<file path="config.mk">
export PLATFORM = sky130hd
export DESIGN_NAME = aritmetik_mantik_birimi
export DESIGN_NICKNAME = d
export VERILOG_FILES = /design/src/rtl/tanimlamalar_pkg.sv /design/src/rtl/amb_kaydirici.sv /design/src/rtl/aritmetik_mantik_birimi.sv
export SDC_FILE = /design/constraint.sdc
export NUM_CORES = 1
export LEC_CHECK = 0
export CORE_MARGIN = 2
export CORE_UTILIZATION = 59
export DETAILED_ROUTE_END_ITERATION = 10
export PLACE_DENSITY_LB_ADDON = 0.1
export SETUP_SLACK_MARGIN = 0.05
export SLEW_MARGIN = 10
export SYNTH_ARGS = -nofsm -noshare
export SYNTH_HDL_FRONTEND = slang
export SYNTH_HIERARCHICAL = 1
export SYNTH_SLANG_ARGS = --single-unit
export TNS_END_PERCENT = 30
</file>
<file path="constraint.sdc">
create_clock -name clk_i -period 5 [get_ports clk_i]
set_input_delay 0.75 -clock clk_i [delete_from_list [all_inputs] [get_ports clk_i]]
set_output_delay 0.75 -clock clk_i [all_outputs]
set_load 0.1 [all_outputs]
</file>
<file path="src/rtl/tanimlamalar_pkg.sv">
// Shared definitions for the execute-stage ALU and the decoder:
// opcode codes, opcode width, data width and shifter modes.
package tanimlamalar;

  localparam int AMB_VERI_GENISLIGI    = 32;
  localparam int AMB_KONTROL_GENISLIGI = 4;

  localparam logic [AMB_KONTROL_GENISLIGI-1:0] AMB_TOPLAMA = 4'd0;
  localparam logic [AMB_KONTROL_GENISLIGI-1:0] AMB_CIKARMA = 4'd1;
  localparam logic [AMB_KONTROL_GENISLIGI-1:0] AMB_XOR     = 4'd2;
  localparam logic [AMB_KONTROL_GENISLIGI-1:0] AMB_OR      = 4'd3;
  localparam logic [AMB_KONTROL_GENISLIGI-1:0] AMB_AND     = 4'd4;
  localparam logic [AMB_KONTROL_GENISLIGI-1:0] AMB_SLL     = 4'd5;
  localparam logic [AMB_KONTROL_GENISLIGI-1:0] AMB_SRL     = 4'd6;
  localparam logic [AMB_KONTROL_GENISLIGI-1:0] AMB_SRA     = 4'd7;
  localparam logic [AMB_KONTROL_GENISLIGI-1:0] AMB_SLT     = 4'd8;
  localparam logic [AMB_KONTROL_GENISLIGI-1:0] AMB_SLTU    = 4'd9;
  localparam logic [AMB_KONTROL_GENISLIGI-1:0] AMB_GECIR   = 4'd10;

  typedef enum logic [1:0] {
    KAYDIR_SOL            = 2'd0,
    KAYDIR_SAG_MANTIK     = 2'd1,
    KAYDIR_SAG_ARITMETIK  = 2'd2
  } kaydirma_modu_t;

endpackage

</file>
<file path="src/rtl/amb_kaydirici.sv">
// 32-bit barrel shifter for SLL/SRL/SRA; the amount is already reduced
// to 5 bits by the caller.
module amb_kaydirici
  import tanimlamalar::*;
(
  input  logic [AMB_VERI_GENISLIGI-1:0] deger_i,
  input  logic [4:0]                    miktar_i,
  input  kaydirma_modu_t                mod_i,
  output logic [AMB_VERI_GENISLIGI-1:0] sonuc_o
);

  always_comb begin
    sonuc_o = '0;
    case (mod_i)
      KAYDIR_SOL:           sonuc_o = deger_i << miktar_i;
      KAYDIR_SAG_MANTIK:    sonuc_o = deger_i >> miktar_i;
      KAYDIR_SAG_ARITMETIK: sonuc_o = $unsigned($signed(deger_i) >>> miktar_i);
      default:              sonuc_o = '0;
    endcase
  end

endmodule

</file>
<file path="src/rtl/aritmetik_mantik_birimi.sv">
// RV32I-style integer ALU: combinational result plus a one-cycle registered
// copy with a valid bit. Define AMB_BAYRAK_EN to add sifir_o/esit_o flags.
module aritmetik_mantik_birimi
  import tanimlamalar::*;
#(
  parameter int VERI_GENISLIGI = AMB_VERI_GENISLIGI
) (
  input  logic                             clk_i,
  input  logic                             rst_i,
  input  logic [AMB_KONTROL_GENISLIGI-1:0] kontrol_i,
  input  logic [VERI_GENISLIGI-1:0]        deger1_i,
  input  logic [VERI_GENISLIGI-1:0]        deger2_i,
  input  logic                             gecerli_i,
  output logic [VERI_GENISLIGI-1:0]        sonuc_o,
  output logic [VERI_GENISLIGI-1:0]        sonuc_kayit_o,
`ifdef AMB_BAYRAK_EN
  output logic                             sifir_o,
  output logic                             esit_o,
`endif
  output logic                             gecerli_o
);

  logic [VERI_GENISLIGI-1:0] w_toplam;
  logic [VERI_GENISLIGI-1:0] w_fark;
  logic [VERI_GENISLIGI-1:0] w_kaydirilmis;
  logic                      w_kucuk_isaretli;
  logic                      w_kucuk_isaretsiz;
  kaydirma_modu_t            w_kaydirma_modu;

  logic [VERI_GENISLIGI-1:0] r_sonuc_kayit;
  logic                      r_gecerli;

  assign w_toplam          = deger1_i + deger2_i;
  assign w_fark            = deger1_i - deger2_i;
  assign w_kucuk_isaretli  = $signed(deger1_i) < $signed(deger2_i);
  assign w_kucuk_isaretsiz = deger1_i < deger2_i;

  always_comb begin
    w_kaydirma_modu = KAYDIR_SOL;
    case (kontrol_i)
      AMB_SRL: w_kaydirma_modu = KAYDIR_SAG_MANTIK;
      AMB_SRA: w_kaydirma_modu = KAYDIR_SAG_ARITMETIK;
      default: w_kaydirma_modu = KAYDIR_SOL;
    endcase
  end

  // Only the low five bits of operand 2 select the shift distance.
  amb_kaydirici u_kaydirici (
    .deger_i  (deger1_i),
    .miktar_i (deger2_i[4:0]),
    .mod_i    (w_kaydirma_modu),
    .sonuc_o  (w_kaydirilmis)
  );

  always_comb begin
    sonuc_o = '0;
    case (kontrol_i)
      AMB_TOPLAMA: sonuc_o = w_toplam;
      AMB_CIKARMA: sonuc_o = w_fark;
      AMB_XOR:     sonuc_o = deger1_i ^ deger2_i;
      AMB_OR:      sonuc_o = deger1_i | deger2_i;
      AMB_AND:     sonuc_o = deger1_i & deger2_i;
      AMB_SLL,
      AMB_SRL,
      AMB_SRA:     sonuc_o = w_kaydirilmis;
      AMB_SLT:     sonuc_o = {{(VERI_GENISLIGI-1){1'b0}}, w_kucuk_isaretli};
      AMB_SLTU:    sonuc_o = {{(VERI_GENISLIGI-1){1'b0}}, w_kucuk_isaretsiz};
      AMB_GECIR:   sonuc_o = deger2_i;
      default:     sonuc_o = '0;
    endcase
  end

  // Shadow stage: the result is held while no new valid operands arrive.
  always_ff @(posedge clk_i or posedge rst_i) begin
    if (rst_i) begin
      r_sonuc_kayit <= '0;
      r_gecerli     <= 1'b0;
    end else begin
      r_gecerli <= gecerli_i;
      if (gecerli_i) begin
        r_sonuc_kayit <= sonuc_o;
      end
    end
  end

  assign sonuc_kayit_o = r_sonuc_kayit;
  assign gecerli_o     = r_gecerli;

`ifdef AMB_BAYRAK_EN
  assign sifir_o = (sonuc_o == '0);
  assign esit_o  = (deger1_i == deger2_i);
`endif

endmodule

</file>
# Yosys cells after proc, flatten, opt, wreduce, memory -nomap -nowiden
# Cells that the tools add are included.
# totals
elab_cells,30
inputBits,71
output_inout_bits,65
register_bits,33
# op_classes
addsub,2
n_lt_le_gt_ge,2
n_shift,3
eq_ne,12
n_bitwise,3
reduce_logical,3
n_mux,3
# op_table
operator,n
32-bit case mux with 9 select lines,1
32-bit case mux with 3 select lines,1
32-bit less-than comparator,2
32-bit adder,1
32-bit AND,1
32-bit bitwise OR,1
32-bit by 5-bit left shift with 32-bit output,1
32-bit by 5-bit right shift with 32-bit output,1
32-bit by 5-bit >>> shifter with 32-bit output,1
32-bit subtractor,1
32-bit bitwise XOR,1
"4-bit by 3-bit == test with 1-bit output, second input constant",4
"4-bit == test, second input constant",3
"4-bit by 2-bit == test with 1-bit output, second input constant",2
"4-bit by 1-bit == test with 1-bit output, second input constant",1
4-bit zero test,1
2-bit case mux with 2 select lines,1
3-bit OR reduction,1
"2-bit by 1-bit == test with 1-bit output, second input constant",1
"2-bit == test, second input constant",1
2-bit zero test,1

# Depth between registers and ports, before layout
# Gate-level depths: netlist (run 1).
# depth
ltp_word,5
depth_mapped,20
depth_no_buf,15

# Hierarchy
# The synthesis (run 1) kept the hierarchy.
# modules_own_cells
module,area_per_inst_um2,seq_area_each_um2,n_inst,cells_each
aritmetik_mantik_birimi,7019.2,825.8,1,968
amb_kaydirici,4124.0,0.0,1,490

# Least setup slack after synthesis (run 1)
# No wires, ideal clock.
# synth_path
path_type,input-to-output
startpoint,input port kontrol_i[0]
endpoint,output port sonuc_o[28]
slack_ps,-1034
path_buffers,5
t_required_ps,4250
cell_stages,17
arrival_ps,5284
path_cell_list,clkbuf_1 -> buf_1 -> clkbuf_1 -> nor3_1 -> buf_2 -> nor2_1 -> nand2_1 -> clkbuf_1 -> nor2_1 -> a221oi_1 -> nand2_1 -> mux2i_1 -> o221ai_1 -> nor2_1 -> a41o_1 -> mux2_1 -> o22ai_1
# synth_between
elab_chain_cells,5
elab_cells_between_ends,18
cone_classes,eq/ne (12); mux (3); reduce/logical (3)
# synth_lines
item,line,source
start: declaration,aritmetik_mantik_birimi.sv:10,"input logic [AMB_KONTROL_GENISLIGI-1:0] kontrol_i,"
4-bit by 3-bit == test with 1-bit output,aritmetik_mantik_birimi.sv:40,case (kontrol_i)
2-bit case mux with 2 select lines (*),aritmetik_mantik_birimi.sv:40,
via w_kaydirma_modu[0],aritmetik_mantik_birimi.sv:28,kaydirma_modu_t w_kaydirma_modu;
2-bit == test (tied with other cells),amb_kaydirici.sv:14,case (mod_i)
32-bit case mux with 3 select lines (*),amb_kaydirici.sv:14,
via w_kaydirilmis[28],aritmetik_mantik_birimi.sv:25,logic [VERI_GENISLIGI-1:0] w_kaydirilmis;
32-bit case mux with 9 select lines (*),aritmetik_mantik_birimi.sv:57,case (kontrol_i)
end: declaration,aritmetik_mantik_birimi.sv:14,"output logic [VERI_GENISLIGI-1:0] sonuc_o,"
# The timed path passes the listed nets; every way through them passes the cells marked *.

# Final worst setup path (run 1)
# layout_path
startpoint,input port deger1_i[0]
endpoint,output port sonuc_o[20]
# layout_between
elab_chain_cells,3
elab_cells_between_ends,7
cone_classes,add/sub (2); shift (3); mux (2)
# layout_lines
item,line,source
start: declaration,aritmetik_mantik_birimi.sv:11,"input logic [VERI_GENISLIGI-1:0] deger1_i,"
"parallel branches: the longest is 2 deep, another holds 32-bit subtractor",--,
32-bit case mux with 9 select lines (*),aritmetik_mantik_birimi.sv:57,
# Mark *: on every way between the ends.

==> results.txt, run 1 <==
highest attainable clock frequency: 199 MHz
cell depth of the worst flop-to-flop path: 2
post-layout instance area: 0.0145 mm^2
Detailed Routing Iterations Pass 1: 8
total power per unit cell area: 211 mW/mm^2
Worst Path Required: 4250 ps
Total Wirelength: 48000 um
worst-case clock skew: 0 ps
Bufs on Longest Clock Path: 2
post-synthesis register bit count: 33
Area Growth Syn to Fin: 30.4%
number of endpoints failing setup at the final stage: 1
number of port buffers: 135
end-of-flow core utilization: 78.0%
post-detailed-placement cell area: 0.0141 mm^2
cell at the root of the clock tree: clkbuf_16
Tmin final: 5030 ps
initial antenna violation count: 0
initial core utilization: 59.8%
area enclosed by the die boundary: 0.0200 mm^2
flip-flop cell with the highest count after synthesis: dfrtp_1
capture point of the worst reg-to-reg path: sonuc_kayit_o[20]
detailed-route wire length per cell: 25.0 um
starting DRC count in detailed routing: 1893
count of pins on the block boundary: 136
type of the tightest min-delay check: flop to flop
RR Startpoint: sonuc_kayit_o[20]
leakage power: 0.00662 uW
endpoint of the worst hold path: sonuc_kayit_o[18]
Sink Count: 33
Max Cap Violations: 0
post-synthesis cell type with the largest combined area: ha_1
CTS tree: done
final-report hold violation count: 0
met2 layer usage reported by global route: 70.1%
violations in the final reports: setup timing
width of the die: 141 um
remaining antenna violation count: 0
number of buffers inserted by hold repair at cts: 0
drt drc: 0
Worst Max-Slew Pin Slew: 1000 ps
clock latency reported for the late side of the worst-skew pair: 300 ps
busiest metal layer after global routing: met2
Num CTS Buffers: 5
proportion of netlist area held by the largest area contributor: 10.8%
sort of element at the end of the critical path: primary output
Netlist Area Pre-Place: 0.0111 mm^2
critical path class: input port to primary output
number of enable-type register cells in the synthesized netlist: 0
global placer's final weighted congestion: 1.11
Slew headroom: 33.1%
via count of the routed design: 13.8k
# H-tree levels: 2
Core Area: 0.0186 mm^2
Placement Setup Slack: -99.4 ps
critical path launch point type: input port
clock-pin slew of the registers on the worst-case setup and hold paths: 50 ps
cell types occupying the most area after synthesis: ha_1 11%, mux4_2 9.9%, dfrtp_1 7.4%
pins over their slew limit: 0
post-route setup slack: -33.9 ps
site row count: 50
pin count of the biggest net entering global routing: 67
Detailed Place HPWL: 37000 um
library cell with the highest instance count after synthesis: nand2_1
die boundary height: 141 um
synthesized instance count: 1458
synthesized area per cell: 7.64 um^2
number of distinct library cells after synthesis: 97
number of synthesis warnings: 6
hold path start: sonuc_kayit_o[18]
final net count: 1853
outcome: finished with violations
met3 Use GR: 10.7%
register-to-register setup slack: 4050 ps
Total Routing Usage GR: 45.8%
largest fanout on the critical path: 3
hold path depth: 1
maximum vdd ir drop: 0.229 mV
post-synth net total: 1627
wire length of the first global-routing pass: 72200 um
most numerous cell types in the synthesized netlist: 136 x nand2_1, 125 x nor2_1, 106 x inv_1, 100 x a21oi_1, 96 x ha_1
data arrival time of the worst path: 4280 ps
vias per inst: 7.20
async set or reset register ratio after synthesis: 100%
number of antenna diodes: 0
sequential element share of the synthesized area: 7.41%
met1 Track Usage GR: 59.7%
vias in the first global route: 13.0k
share of cells above drive strength 1: 23.9%
fraction of the cycle the final worst path needs: 101%
RSZ-0062 raised after global routing: yes
overflow left after global routing: 0
[metal layers]
| metal | vias to the layer above | routed length (um) |
|---|---|---|
| li1 | 5949 | - |
| met1 | 6386 | 17600 |
| met2 | 1217 | 20900 |
| met3 | 261 | 6330 |
| met4 | 0 | 3110 |
| met5 | - | 0 |
[cells by family after synthesis]
logic type               after synthesis  share of synthesized area [%]
AO/OA/AOI/OAI                        467                           28.8
XOR/XNOR                              22                           1.73
adder cells (fa/ha/maj)               98                           11.1
buffers and inverters                227                           8.93
flip-flops                            33                           7.41
multiplexers                         180                           23.8
AND/OR/NAND/NOR                      431                           18.2
[repair_timing]
item | in CTS | in global routing
setup buffers | 0 | 9
resized for setup | 9 | 57
endpoints found under the setup margin | 8 | 17
pin swaps | 0 | 8
endpoints found under the hold margin | 0 | 0
[registers in the layout, indices dropped and copies added, names as in the netlist]
register       cells
sonuc_kayit_o     32
gecerli_o          1
[through the flow]
stage               power [uW]  hold WS (ps)  setup TNS (ps)  instances
floorplan                 1800           781           -1020       1458
global placement          2550           481           -76.8       1902
detailed placement        2580           487            -169       1902
CTS                       2970           500               0       1910
global route              3160           516            -284       1919
finish                    3060           507           -33.9       1919
[placed cells by master, fill, tap and decap left out, types with 9 or more instances in the layout]
cell type          n
a211oi_1          24
a21o_1            18
a21oi_1           97
a22oi_1           14
a31oi_1           20
buf_12            37
buf_4            196
clkdlybuf4s50_1   77
dfrtp_1           33
dlymetal6s2s_1    19
ha_1              92
inv_1            106
mux2_2            37
mux2i_1           76
mux4_1            11
mux4_2            49
nand2_1          134
nand2b_1          10
nand3_1           30
nand4_1           12
nor2_1           121
nor2b_1           17
nor3_1            35
o211ai_1          33
o21a_1             9
o21ai_0           84
o221ai_1          17
o22ai_1           21
o31ai_1           13
or3_1              9
xnor2_1           16
[worst max-delay path, stage by stage]
cell and delay, ps:
clkdlybuf4s50_1 420, inv_1 100, ha_1 200, fa_2 220, nor2_2 50, o311a_1 400
o211a_1 290, o41ai_2 350, buf_4 180, o21ai_4 80, a21oi_4 220, buf_4 140
buf_4 120, mux2i_1 90, xnor2_1 270, a21o_1 210, buf_12 180
[worst max path at each step]
stage | startpoint | end | depth (start not counted)
after floorplan | deger2_i[2] | sonuc_o[12] | 10
after global placement | kontrol_i[3] | sonuc_o[18] | 14
after detailed placement | kontrol_i[3] | sonuc_o[18] | 13
after CTS | kontrol_i[1] | sonuc_o[27] | 17
after global routing | deger1_i[0] | sonuc_o[20] | 17
final | deger1_i[0] | sonuc_o[20] | 17
[power breakdown]
part,total (uW),internal (uW),leakage (uW),switching (uW)
Sequential,333,310,0.000412,23.1
Clock,379,236,0.0000800,143
Combinational,2350,841,0.00613,1510
Total,3060,1390,0.00662,1670
[final cells by class]
| cell class | instances | area (um^2) |
|---|---|---|
| Fill cell | 1408 | 4110 |
| Sequential cell | 33 | 826 |
| Inverter | 109 | 409 |
| Tap cell | 234 | 293 |
| Timing Repair Buffer | 337 | 3280 |
| Clock buffer | 5 | 125 |
| Multi-Input combinational cell | 1198 | 9550 |
| Clock inverter | 3 | 46.3 |
Power figures use the tool's default switching activity.
==> run 2, diff against run 1 <==
- clock period: 5 -> 5.1 ns (I/O delays scaled with it)
==> results.txt, run 2 (synthesis gave the netlist of run 1 again) <==
initial antenna violation count: 1
critical path class: input port to primary output
worst-case clock skew: 0 ps
Core Area: 0.0186 mm^2
type of the tightest min-delay check: flop to flop
Area Growth Syn to Fin: 28.4%
detailed-route wire length per cell: 25.6 um
number of endpoints failing setup at the final stage: 1
Total Wirelength: 48400 um
worst-path cell chain: clkdlybuf4s50_1 > buf_4 > nor3_4 > buf_12 > and3b_1 > o22ai_1 > nand2_1 > a21oi_1 > o21ai_0 > a221o_1 > a2111oi_1 > or3_1 > o211ai_1 > buf_12
crit-path most repeated cell: buf_12
final-report hold violation count: 0
Detailed Routing Iterations Pass 1: 6
total power per unit cell area: 209 mW/mm^2
clock-pin slew of the registers on the worst-case setup and hold paths: 60 ps
sequential cell area: 826 um^2
RR Startpoint: sonuc_kayit_o[20]
RSZ-0062 raised after global routing: no
fraction of the cycle the final worst path needs: 100%
fillers: 1333
most common library cell in the layout ignoring fill and taps: buf_4
Slowest-stage cell, CP: a2111oi_1
pin count of the biggest net entering global routing: 52
via count of the routed design: 13.7k
wire length of the first global-routing pass: 72400 um
post-route setup slack: -14.0 ps
vias per inst: 7.27
share of cells above drive strength 1: 22.6%
data arrival time of the worst path: 4350 ps
Num CTS Buffers: 5
Worst Max-Slew Pin Slew: 998 ps
final net count: 1824
pins over their slew limit: 0
number of buffers inserted by hold repair at cts: 0
max reg flops: 32
Total Routing Usage GR: 46.5%
sort of element at the end of the critical path: primary output
Max Cap Violations: 0
count of pins on the block boundary: 136
# H-tree levels: 2
Tmin final: 5110 ps
site row count: 50
total power consumption of the routed design: 2990 uW
Detailed Place HPWL: 37200 um
leakage power: 0.00647 uW
outcome: finished with violations
Sink Count: 33
most used cells in the layout excluding fill and tap cells: 167 x buf_4, 134 x nand2_1, 125 x nor2_1, 106 x inv_1, 98 x a21oi_1
initial core utilization: 59.8%
maximum vdd ir drop: 0.222 mV
width of the die: 141 um
overflow left after global routing: 0
Worst Path Required: 4340 ps
CTS tree: done
cell at the root of the clock tree: clkbuf_16
starting DRC count in detailed routing: 2009
remaining antenna violation count: 0
number of antenna diodes: 0
vias in the first global route: 12.8k
Slew headroom: 33.3%
hold path start: sonuc_kayit_o[28]
Bufs on Longest Clock Path: 2
multi-input combinational cell area: 0.00954 mm^2
clock latency reported for the late side of the worst-skew pair: 300 ps
die boundary height: 141 um
number of buffers added for setup after CTS: 0
drt drc: 0
largest fanout on the critical path: 15
delay of the slowest cell on the worst path: 510 ps
highest attainable clock frequency: 196 MHz
violations in the final reports: setup timing
global placer's final weighted congestion: 1.10
timing startpoint of the critical path: kontrol_i[0]
number of port buffers: 135
critical path launch point type: input port
area enclosed by the die boundary: 0.0200 mm^2
Final TNS setup: -14.0 ps
[run 2: cell types whose count changed in the layout (fill, tap and decap cells not counted), sizes merged]
cell and delta:
buf -29, clkdlybuf4s50 +1, dlymetal6s2s -1
[run 2: final cells by class]
type	instances	area share (%)
inverters	109	2.86
multi-input cells	1198	66.7
repair buffers	308	21.4
clock buffers	5	0.874
clock inverters	3	0.324
flip-flops and latches	33	5.77
well taps	234	2.05
[run 2: worst paths after layout]
check                                    end  slack, ps  depth (start not counted)
setup / recovery                 sonuc_o[18]        -10                         14
hold / removal             sonuc_kayit_o[28]        500                          2
setup reg to reg           sonuc_kayit_o[20]       4160                          2
hold reg to reg            sonuc_kayit_o[28]        500                          2
max in group asynchronous  sonuc_kayit_o[27]       3890                          3
min in group asynchronous  sonuc_kayit_o[16]        870                          3
[run 2: what timing repair did]
item                                    CTS  global route
pin swaps                                 0             9
gates resized for setup                   7            49
endpoints found under the setup margin    7            13
[run 2: stage by stage]
step                util (%)  setup slack, ps  std cells  hold WS (ps)  area (um^2)
floorplan                  -             -285       1458           796        11200
global placement        74.8             3.93       1882           483        13900
detailed placement      74.8             -140       1882           487        13900
CTS                     75.8             57.1       1890           500        14100
global route            76.8             42.7       1890           524        14300
finish                  76.8            -14.0       1890           497        14300
[run 2: critical path: cells and delay by family]
kind / cells / cell delay (ps)
AO/OA/AOI/OAI: 6 / 1820
buffers and inverters: 4 / 1100
AND/OR/NAND/NOR: 4 / 650
[run 2: layer usage]
| metal | routed length [um] | global-route usage, % | share of wire (%) | vias up |
|---|---|---|---|---|
| met5 | 13 | 0 | 0.027 | - |
| met4 | 3750 | 27.5 | 7.8 | 2 |
| met3 | 6140 | 10.2 | 13 | 303 |
| met2 | 20700 | 71.4 | 43 | 1180 |
| met1 | 17700 | 60.4 | 37 | 6368 |
| li1 | - | - | - | 5882 |
[run 2: where the power goes]
group | total (uW) | internal (uW) | switching, uW
clock | 372 | 232 | 140
sequential | 327 | 304 | 22.9
combinational | 2290 | 808 | 1480
total | 2990 | 1340 | 1640
==> run 3, diff against run 2 <==
- HOLD_SLACK_MARGIN: default -> 0.12
==> results of run 3 <==
No change in the layout: final DEF, timing and power equal those of run 2.
